File: config.mk
export PLATFORM = sky130hd
export DESIGN_NAME = cus43_mixer_flat
export DESIGN_NICKNAME = d
export VERILOG_FILES = /design/src/rtl/cus43_mixer_if.sv /design/src/rtl/cus43_mixer.sv /design/src/flat_wrapper.sv
export SDC_FILE = /design/constraint.sdc
export NUM_CORES = 1
export LEC_CHECK = 0
export BUFFER_PORTS_ARGS = -buffer_cell sky130_fd_sc_hd__buf_2
export CORE_UTILIZATION = 50
export CTS_CLUSTER_DIAMETER = 60
export DETAILED_ROUTE_END_ITERATION = 8
export GPL_TIMING_DRIVEN = 0
export PLACE_DENSITY_LB_ADDON = 0.2
export SYNTH_ARGS = -nofsm -noshare
export SYNTH_HDL_FRONTEND = slang
export SYNTH_SLANG_ARGS = --single-unit
File: constraint.sdc
create_clock -name CLK_6M -period 7.7 [get_ports CLK_6M]
set_input_delay 1.54 -clock CLK_6M [delete_from_list [all_inputs] [get_ports CLK_6M]]
set_output_delay 1.54 -clock CLK_6M [all_outputs]
set_load 0.03 [all_outputs]
File: src/rtl/cus43_mixer_if.sv
// cus43_mixer_if: fetch, attribute, chain and output bundle for the mixer.
// MASK_A/MASK_B exist only when CUS43_LAYER_MASK_EN is defined.
interface cus43_mixer_if #(
  parameter int COLOR_W = 8
);
  logic                 CLK_2H;
  logic                 FLIP;
  logic [11:0]          GD;
  logic [COLOR_W-1:0]   RD;
  logic [1:0]           FINE_A;
  logic [1:0]           FINE_B;
  logic [2:0]           PRIA;
  logic [2:0]           PRIB;
  logic [COLOR_W+2:0]   COL_IN;
  logic [2:0]           PRI_IN;
  logic                 OPQ_IN;
  logic [COLOR_W+2:0]   COL_OUT;
  logic [2:0]           PRI_OUT;
  logic                 OPQ_OUT;
`ifdef CUS43_LAYER_MASK_EN
  logic                 MASK_A;
  logic                 MASK_B;
`endif

  modport master (
`ifdef CUS43_LAYER_MASK_EN
    output MASK_A, MASK_B,
`endif
    output CLK_2H, FLIP, GD, RD,
    output FINE_A, FINE_B, PRIA, PRIB,
    output COL_IN, PRI_IN, OPQ_IN,
    input  COL_OUT, PRI_OUT, OPQ_OUT
  );

  modport slave (
`ifdef CUS43_LAYER_MASK_EN
    input  MASK_A, MASK_B,
`endif
    input  CLK_2H, FLIP, GD, RD,
    input  FINE_A, FINE_B, PRIA, PRIB,
    input  COL_IN, PRI_IN, OPQ_IN,
    output COL_OUT, PRI_OUT, OPQ_OUT
  );
endinterface

File: src/rtl/cus43_mixer.sv
// cus43_mixer: tile pixel serialiser and two-layer priority mixer.
// Optional per-layer debug masks under CUS43_LAYER_MASK_EN.
module cus43_mixer #(
  parameter logic [2:0] TRANSPARENT_PEN = 3'd7,
  parameter int         COLOR_W         = 8
) (
  input logic          CLK_6M,
  input logic          rst,
  cus43_mixer_if.slave bus
);
  localparam int PW = COLOR_W + 3;
  localparam logic [11:0] TP4 = {4{TRANSPARENT_PEN}};

  typedef struct packed {
    logic [11:0]        lat;
    logic [11:0]        cur;
    logic [11:0]        nxt;
    logic [COLOR_W-1:0] atr;
    logic [COLOR_W-1:0] catr;
    logic [COLOR_W-1:0] natr;
  } layer_t;

  localparam layer_t LRST = '{
    lat: TP4, cur: TP4, nxt: TP4,
    atr: '0, catr: '0, natr: '0
  };

  // 8-pen window {nxt, cur}; flip reverses pens inside each group
  function automatic logic [PW-1:0] pick(
    input layer_t     l,
    input logic [1:0] fine,
    input logic [1:0] ph,
    input logic       fl
  );
    logic [2:0]  idx;
    logic [1:0]  j;
    logic [11:0] g;
    idx = {1'b0, ph} + {1'b0, fine};
    j   = fl ? ~idx[1:0] : idx[1:0];
    g   = (idx[2] ? l.nxt : l.cur) >> (4'(j) * 4'd3);
    return {idx[2] ? l.natr : l.catr, g[2:0]};
  endfunction

  logic          c2h_d_q;
  logic [1:0]    phase_q, phase_d;
  layer_t        layA_q, layA_d;
  layer_t        layB_q, layB_d;
  logic [PW-1:0] col_q, col_d;
  logic [2:0]    pri_q, pri_d;
  logic          opq_q, opq_d;

  logic [PW-1:0] pxA, pxB, cand_col;
  logic [2:0]    cand_pri;
  logic          opA, opB, selA, selB, win;

  always_comb begin
    layA_d  = layA_q;
    layB_d  = layB_q;
    phase_d = phase_q + 2'd1;
    if (!bus.CLK_2H && !c2h_d_q) begin
      layA_d.lat = bus.GD;
      layA_d.atr = bus.RD;
    end
    if (bus.CLK_2H && c2h_d_q) begin
      layB_d.lat = bus.GD;
      layB_d.atr = bus.RD;
    end
    if (c2h_d_q && !bus.CLK_2H) begin
      layA_d.cur  = layA_q.nxt;
      layA_d.nxt  = layA_q.lat;
      layA_d.catr = layA_q.natr;
      layA_d.natr = layA_q.atr;
      layB_d.cur  = layB_q.nxt;
      layB_d.nxt  = layB_q.lat;
      layB_d.catr = layB_q.natr;
      layB_d.natr = layB_q.atr;
      phase_d     = 2'd0;
    end
  end

  assign pxA = pick(layA_q, bus.FINE_A, phase_q, bus.FLIP);
  assign pxB = pick(layB_q, bus.FINE_B, phase_q, bus.FLIP);

`ifdef CUS43_LAYER_MASK_EN
  assign opA = (pxA[2:0] != TRANSPARENT_PEN) && !bus.MASK_A;
  assign opB = (pxB[2:0] != TRANSPARENT_PEN) && !bus.MASK_B;
`else
  assign opA = pxA[2:0] != TRANSPARENT_PEN;
  assign opB = pxB[2:0] != TRANSPARENT_PEN;
`endif

  assign selA = opA && (!opB || bus.PRIA >= bus.PRIB);
  assign selB = !selA && opB;

  always_comb begin
    cand_col = '0;
    cand_pri = '0;
    unique case (1'b1)
      selA: begin
        cand_col = pxA;
        cand_pri = bus.PRIA;
      end
      selB: begin
        cand_col = pxB;
        cand_pri = bus.PRIB;
      end
      default: ;
    endcase
    win = (selA || selB) &&
          (!bus.OPQ_IN || cand_pri >= bus.PRI_IN);
    col_d = win ? cand_col : bus.COL_IN;
    pri_d = win ? cand_pri : bus.PRI_IN;
    opq_d = win ? 1'b1     : bus.OPQ_IN;
  end

  always_ff @(posedge CLK_6M) begin
    if (rst) begin
      c2h_d_q <= 1'b0;
      phase_q <= 2'd0;
      layA_q  <= LRST;
      layB_q  <= LRST;
      col_q   <= '0;
      pri_q   <= '0;
      opq_q   <= 1'b0;
    end else begin
      c2h_d_q <= bus.CLK_2H;
      phase_q <= phase_d;
      layA_q  <= layA_d;
      layB_q  <= layB_d;
      col_q   <= col_d;
      pri_q   <= pri_d;
      opq_q   <= opq_d;
    end
  end

  assign bus.COL_OUT = col_q;
  assign bus.PRI_OUT = pri_q;
  assign bus.OPQ_OUT = opq_q;

endmodule

File: src/flat_wrapper.sv
// flat-port wrapper written by rule: the top's interface ports become plain ports
module cus43_mixer_flat 
#(
  parameter logic [2:0] TRANSPARENT_PEN = 3'd7,
  parameter int         COLOR_W         = 8
)
  (CLK_6M, rst, bus_CLK_2H, bus_FLIP, bus_GD, bus_RD, bus_FINE_A, bus_FINE_B, bus_PRIA, bus_PRIB, bus_COL_IN, bus_PRI_IN, bus_OPQ_IN, bus_COL_OUT, bus_PRI_OUT, bus_OPQ_OUT);
  cus43_mixer_if #(.COLOR_W(COLOR_W)) bus_i ();
  input logic CLK_6M;
  input logic rst;
  input wire logic [$bits(bus_i.CLK_2H)-1:0] bus_CLK_2H;
  input wire logic [$bits(bus_i.FLIP)-1:0] bus_FLIP;
  input wire logic [$bits(bus_i.GD)-1:0] bus_GD;
  input wire logic [$bits(bus_i.RD)-1:0] bus_RD;
  input wire logic [$bits(bus_i.FINE_A)-1:0] bus_FINE_A;
  input wire logic [$bits(bus_i.FINE_B)-1:0] bus_FINE_B;
  input wire logic [$bits(bus_i.PRIA)-1:0] bus_PRIA;
  input wire logic [$bits(bus_i.PRIB)-1:0] bus_PRIB;
  input wire logic [$bits(bus_i.COL_IN)-1:0] bus_COL_IN;
  input wire logic [$bits(bus_i.PRI_IN)-1:0] bus_PRI_IN;
  input wire logic [$bits(bus_i.OPQ_IN)-1:0] bus_OPQ_IN;
  output wire logic [$bits(bus_i.COL_OUT)-1:0] bus_COL_OUT;
  output wire logic [$bits(bus_i.PRI_OUT)-1:0] bus_PRI_OUT;
  output wire logic [$bits(bus_i.OPQ_OUT)-1:0] bus_OPQ_OUT;
  assign bus_i.CLK_2H = bus_CLK_2H;
  assign bus_i.FLIP = bus_FLIP;
  assign bus_i.GD = bus_GD;
  assign bus_i.RD = bus_RD;
  assign bus_i.FINE_A = bus_FINE_A;
  assign bus_i.FINE_B = bus_FINE_B;
  assign bus_i.PRIA = bus_PRIA;
  assign bus_i.PRIB = bus_PRIB;
  assign bus_i.COL_IN = bus_COL_IN;
  assign bus_i.PRI_IN = bus_PRI_IN;
  assign bus_i.OPQ_IN = bus_OPQ_IN;
  assign bus_COL_OUT = bus_i.COL_OUT;
  assign bus_PRI_OUT = bus_i.PRI_OUT;
  assign bus_OPQ_OUT = bus_i.OPQ_OUT;
  cus43_mixer #(.TRANSPARENT_PEN(TRANSPARENT_PEN), .COLOR_W(COLOR_W)) u_core (.CLK_6M(CLK_6M), .rst(rst), .bus(bus_i));
endmodule
# ---- Word level (Yosys, flattened, before mapping)
# Cells that the tools add are included.
# Widths: inputs -> output; s select.
dict set report word_totals {
  input_bits 49
  ff_bits 138
  wordCells 56
  output_inout_bits 15
}
dict set report classes {
  bitwise_logic 2
  n_lt_le_gt_ge 2
  shifts 2
  reduce_logical 15
  n_eq_ne 2
  muxes 11
  addsub 3
  multipliers 2
}
# operator n
set op_table {}
lappend op_table {{$mux 12} 2}
lappend op_table {{$shr 12x4->3} 2}
lappend op_table {{$pmux 11 s2} 1}
lappend op_table {{$mux 8} 2}
lappend op_table {{$mux 11} 1}
lappend op_table {{$mul 2x2->4 const B} 2}
lappend op_table {{$add 2x2->3} 2}
lappend op_table {{$ge 3x3->1} 2}
lappend op_table {{$logic_and 1x1->1} 6}
lappend op_table {{$ne 3x3->1 const B} 2}
lappend op_table {{$pmux 3 s2} 1}
lappend op_table {{$logic_not 1->1} 5}
lappend op_table {{$mux 2} 2}
lappend op_table {{$not 2->2} 2}
lappend op_table {{$logic_or 1x1->1} 3}
lappend op_table {{$mux 3} 1}
lappend op_table {{$add 2x1->2 const B} 1}
lappend op_table {{$reduce_or 2->1} 1}
lappend op_table {{$mux 1} 1}

# ---- Longest topological paths before layout
dict set report logic_depth {
  depth_word 16
  mapped_depth 17
  depth_no_buf 15
}

# ---- Worst setup path after synthesis
# Ideal clock, no wire load.
dict set report synth_path {
  kind {input-to-reg}
  startpoint {input bus_FINE_A[0]}
  endpoint {register u_core.col_q[0], in the netlist u_core.bus.COL_OUT[0]}
  required_ns 7.614
  setup_ns 0.086
  slack_ns 2.514
  path_stages 16
  path_buffers 2
  t_arrival_ns 5.099
  path_cell_list {ha_1 fa_1 buf_6 xnor2_1 mux2i_1 mux2i_1 a221oi_4 a22oi_2 a32oi_1 ha_1 nand2b_1 a21o_1 a211oi_1 a31oi_4 buf_2 a211oi_1}
}
dict set report synth_between {
  elab_chain_cells 14
  elab_cells_between_ends 17
  cone_classes {add/sub: 1; mul: 1; order compare: 1; eq/ne: 1; shift: 1; mux: 5; bitwise: 1; reduce/logical: 6}
}
# element line_no
set synth_lines {}
lappend synth_lines {{start: declaration} flat_wrapper.sv:15} ;# input wire logic [$bits(bus_i.FINE_A)-1:0] bus_FINE_A;
lappend synth_lines {{$add 2x2->3 *} cus43_mixer.sv:38} ;# idx = {1'b0, ph} + {1'b0, fine};
lappend synth_lines {{$not 2->2} cus43_mixer.sv:39} ;# j = fl ? ~idx[1:0] : idx[1:0];
lappend synth_lines {{$mux 2} cus43_mixer.sv:39}
lappend synth_lines {{$mul 2x2->4} cus43_mixer.sv:40} ;# g = (idx[2] ? l.nxt : l.cur) >> (4'(j) * 4'd3);
lappend synth_lines {{$shr 12x4->3 *} cus43_mixer.sv:40}
lappend synth_lines {{$ne 3x3->1} cus43_mixer.sv:88} ;# assign opA = pxA[2:0] != TRANSPARENT_PEN;
lappend synth_lines {{$logic_and 1x1->1} cus43_mixer.sv:92} ;# assign selA = opA && (!opB || bus.PRIA >= bus.PRIB);
lappend synth_lines {{$logic_not 1->1} cus43_mixer.sv:93} ;# assign selB = !selA && opB;
lappend synth_lines {{$logic_and 1x1->1} cus43_mixer.sv:93}
lappend synth_lines {{$pmux 3 s2} cus43_mixer.sv:98} ;# unique case (1'b1)
lappend synth_lines {{$ge 3x3->1} cus43_mixer.sv:110} ;# (!bus.OPQ_IN || cand_pri >= bus.PRI_IN);
lappend synth_lines {{$logic_or 1x1->1} cus43_mixer.sv:110}
lappend synth_lines {{$logic_and 1x1->1} cus43_mixer.sv:109} ;# win = (selA || selB) &&
lappend synth_lines {{$mux 11 *} cus43_mixer.sv:111} ;# col_d = win ? cand_col : bus.COL_IN;
lappend synth_lines {{end signal: assignment} cus43_mixer.sv:130} ;# col_q <= col_d;
lappend synth_lines {{end: declaration} cus43_mixer.sv:48} ;# logic [PW-1:0] col_q, col_d;
# Every way passes the cells marked *; elsewhere a longest branch is shown, timed or not.
# A chain may end at the register's enable or synchronous reset.

# ---- Final worst setup path
dict set report layout_path {
  startpoint {input bus_FINE_B[0]}
  endpoint {register u_core.col_q[3], in the netlist u_core.bus.COL_OUT[3]}
}
dict set report layout_between {
  elab_chain_cells 16
  elab_cells_between_ends 20
  cone_classes {add/sub: 1; mul: 1; order compare: 1; eq/ne: 1; shift: 1; mux: 6; bitwise: 1; reduce/logical: 8}
}
# element line_no
set layout_lines {}
lappend layout_lines {{start: declaration} flat_wrapper.sv:16} ;# input wire logic [$bits(bus_i.FINE_B)-1:0] bus_FINE_B;
lappend layout_lines {{$add 2x2->3 *} cus43_mixer.sv:38}
lappend layout_lines {{$not 2->2} cus43_mixer.sv:39}
lappend layout_lines {{$mux 2} cus43_mixer.sv:39}
lappend layout_lines {{$mul 2x2->4} cus43_mixer.sv:40}
lappend layout_lines {{$shr 12x4->3} cus43_mixer.sv:40}
lappend layout_lines {{$ne 3x3->1} cus43_mixer.sv:89} ;# assign opB = pxB[2:0] != TRANSPARENT_PEN;
lappend layout_lines {{$logic_not 1->1} cus43_mixer.sv:92}
lappend layout_lines {{$logic_or 1x1->1} cus43_mixer.sv:92}
lappend layout_lines {{$logic_and 1x1->1} cus43_mixer.sv:92}
lappend layout_lines {{$logic_not 1->1} cus43_mixer.sv:93}
lappend layout_lines {{$logic_and 1x1->1} cus43_mixer.sv:93}
lappend layout_lines {{$pmux 3 s2} cus43_mixer.sv:98}
lappend layout_lines {{$ge 3x3->1} cus43_mixer.sv:110}
lappend layout_lines {{$logic_or 1x1->1} cus43_mixer.sv:110}
lappend layout_lines {{$logic_and 1x1->1} cus43_mixer.sv:109}
lappend layout_lines {{$mux 11 *} cus43_mixer.sv:111}
# Marked as above.

==> out/metrics.cfg <==
[synth]
ys.flop_type = dfxtp_1
syn_area_per_cell_um2 = 8.46
synthMuxAreaShare_pct = 7.10
synthesis.area_um2 = 6220
synth.largest_area_cell = dfxtp_1
yosysWarningCount = 0
synth_top_family_by_area = simple AND/OR/NAND/NOR gates
syn_nets = 794
synth_compound_area_share_pct = 12.5
synthAdderAreaFrac_pct = 2.25
synthXorXnorAreaFrac_pct = 1.11
syn_inst = 735
ys_ff_latch = 138
ys_seq_area_share_pct = 44.4
yosysTopAreaCellShare_pct = 44.4
synth_most_common_cell = nand2_1
synth-edff-count = 0
synth-simple-area-share_pct = 27.7
ys_top_cells_by_area = dfxtp_1, nand2_1, nand3b_1, mux2_2, a21oi_1
synth.distinct_cells = 47
synth_commonest_cells = nand2_1, dfxtp_1, nand3b_1, a21oi_1, clkbuf_1
async_reset_ff_share_pct = 0

[cells_and_area]
multiInputGateArea_um2 = 3150
fillers = 1049
area_growth_pct = 18.0
final_cell_area_um2 = 7340
seq_area_um2 = 2760
diodes = 0
final_nets = 875
utilization_pct = 60.8
drive_gt1_share_pct = 18.5

[worst_setup_path]
reg2reg_slack_ps = 3130
setup.worst_path.class = in -> reg
worstSetupStartpointType = input port
worst-path-max-fanout = 10
end_kind = flip-flop
cp_data_arrival_time_ps = 5760
required_ps = 8030
reg2regPathDepth = 16

[sta]
setup_ws_ps = 2270
grt_setup_unrepaired = false
maxSlewHeadroom_pct = 59.2
post-route-period-util_pct = 70.5
setup-tns-final_ps = 0
hold_violations = 0
final.min_clock_period_ps = 5430
tightest_slew_ps = 612
finalMaxSlewViolations = 0
fin_skew_ps = 5.26
timing.fmax_ghz = 0.184
setup_viol = 0

[drt]
viasPerCell = 5.33
drc_errors = 0
drt-total-wl_um = 15100
drt_iter0_drc = 383
first_pass_iters = 4
wl_per_cell_um = 15.2
ant_nets = 0
vias = 5312

[min_path]
hp-class = reg -> reg
min_path_cells = 2

[global_route]
overflow = 0
grt_max_degree = 17
grt_pass1_vias = 5158
antenna_found_initial = 0
grt_pass1_wl_um = 24800
grt_usage_pct = 24.9

[power]
swShare_pct = 30.2
clkPwrFrac_pct = 39.6
p_leak_nw = 3.08
cellPowerDensity_nw_per_um2 = 279
p_int_w = 0.00143
peakVddDrop_mv = 0.194
switchingPower_w = 0.000618
p_seq_share_pct = 38.6
combinationalPowerShare_pct = 21.8

[clock_network]
post-cts-setup-buffers = 0
cts_resized = 0
insertion_delay_ps = 420
clk_pin_slew_worst_paths_ps = 60
cts_made_buffers = 17
tritoncts = built
cts_buffer_depth = 2
postCtsHoldBufs = 0
cts_max_level = 4
cts-root-buf = clkbuf_16
cts.sinks = 138

[place]
dp_slack_ps = 1820
place.detailed.hpwl_um = 11100
place.port_buffers = 62
routabilityCongestion = 0.796
postPlaceCellArea_um2 = 6740

[floorplan]
die_area_um2 = 12900
core_um2 = 12100
start_util_pct = 51.6
fp.dieH_um = 114
rows = 40
die_w_um = 114
io_pins = 64

[flow_run]
drv_cap = 0

[status]
status = finished clean

## cell type report
type | count | share of cell area (%)
clock inverters | 13 | 1.96
plain buffers | 56 | 3.70
inverters | 10 | 0.512
well taps | 168 | 2.86
multi-input cells | 531 | 42.9
clock buffers | 19 | 6.17
repair buffers | 62 | 4.23
flip-flops and latches | 138 | 37.7
## power groups by stage
stage          logic (W)  clock network, W  registers, W
2_1_floorplan   0.000282                 0      0.000852
3_3_place_gp    0.000430                 0      0.000805
3_5_place_dp    0.000442                 0      0.000806
4_1_cts         0.000445          0.000819      0.000791
5_1_grt         0.000488          0.000854      0.000796
6_report        0.000446          0.000811      0.000791
## sequential cells by signal (all words and copies together), names as in the netlist
name / cells
u_core.layB_q: 60
u_core.bus.OPQ_OUT: 1
u_core.layA_q: 60
u_core.bus.COL_OUT: 11
u_core.c2h_d_q: 1
u_core.bus.PRI_OUT: 3
u_core.phase_q: 2
## cell families after synthesis
| logic type | count (synthesis) |
|---|---|
| xor+xnor | 7 |
| flops | 138 |
| compound gates | 110 |
| fa+ha+maj | 10 |
| mux | 41 |
| simple gates | 363 |
| buf+inv | 66 |
## stage by stage
step	power (W)	std cells	hold WS, ps
after floorplan	0.00113	735	432
after global placement	0.00123	965	439
after detailed placement	0.00125	965	446
after CTS	0.00205	997	453
after global routing	0.00214	997	470
final	0.00205	997	454
## per-layer routing
metal / vias up / global-route usage (%) / part of all wire (%)
li1: 2650 / - / -
met1: 2514 / 32.5 / 48
met2: 126 / 39.7 / 46
met3: 22 / 6.06 / 4.7
met4: 0 / 9.56 / 1.7
met5: - / 0 / 0
## cell usage in the layout, fill, tap and decap left out, types with 2 or more instances in the layout
cell	synthesis	layout
nor3_1	4	4
ha_1	8	8
dfxtp_1	138	138
a211oi_1	10	10
a21oi_1	56	56
clkinvlp_4	0	4
o21a_1	4	4
nand2_1	249	249
xor2_1	4	4
clkinv_4	0	3
a211oi_2	6	6
nor2b_1	2	2
o21ai_0	7	7
nor3b_1	2	2
buf_6	4	4
a32oi_1	13	13
bufinv_16	0	2
or3b_2	2	2
and3b_1	2	2
mux2i_1	16	16
buf_2	4	66
buf_4	7	7
mux2_2	25	25
clkinv_2	0	2
nand3b_1	74	74
clkbuf_1	41	41
a21o_1	2	2
clkbuf_8	0	2
or3_1	2	2
inv_1	10	10
inv_6	0	2
nor2_1	16	16
xnor2_1	2	2
nand2b_1	3	3
fa_1	2	2
a22oi_2	2	2
o211a_1	2	2
clkbuf_16	0	17
## worst max-delay path: stages
cell and delay, ps:
buf_2 100, ha_1 190, fa_1 500, buf_4 170
xor2_1 300, a21oi_1 130, o21ai_0 440, nand4_2 300
a22oi_2 330, a32oi_1 150, ha_1 290, nand2b_1 150
a21o_1 180, a211oi_1 370, a31oi_4 120, buf_2 250
a211oi_1 230
## final timing paths
kind                           endpoint              start
setup / recovery  u_core.bus.COL_OUT[3]      bus_FINE_B[0]
hold / removal        u_core.layA_q[14]  u_core.layA_q[14]
setup reg to reg  u_core.bus.COL_OUT[3]  u_core.phase_q[0]
hold reg to reg       u_core.layA_q[14]  u_core.layA_q[14]
Power figures use the tool's default switching activity.
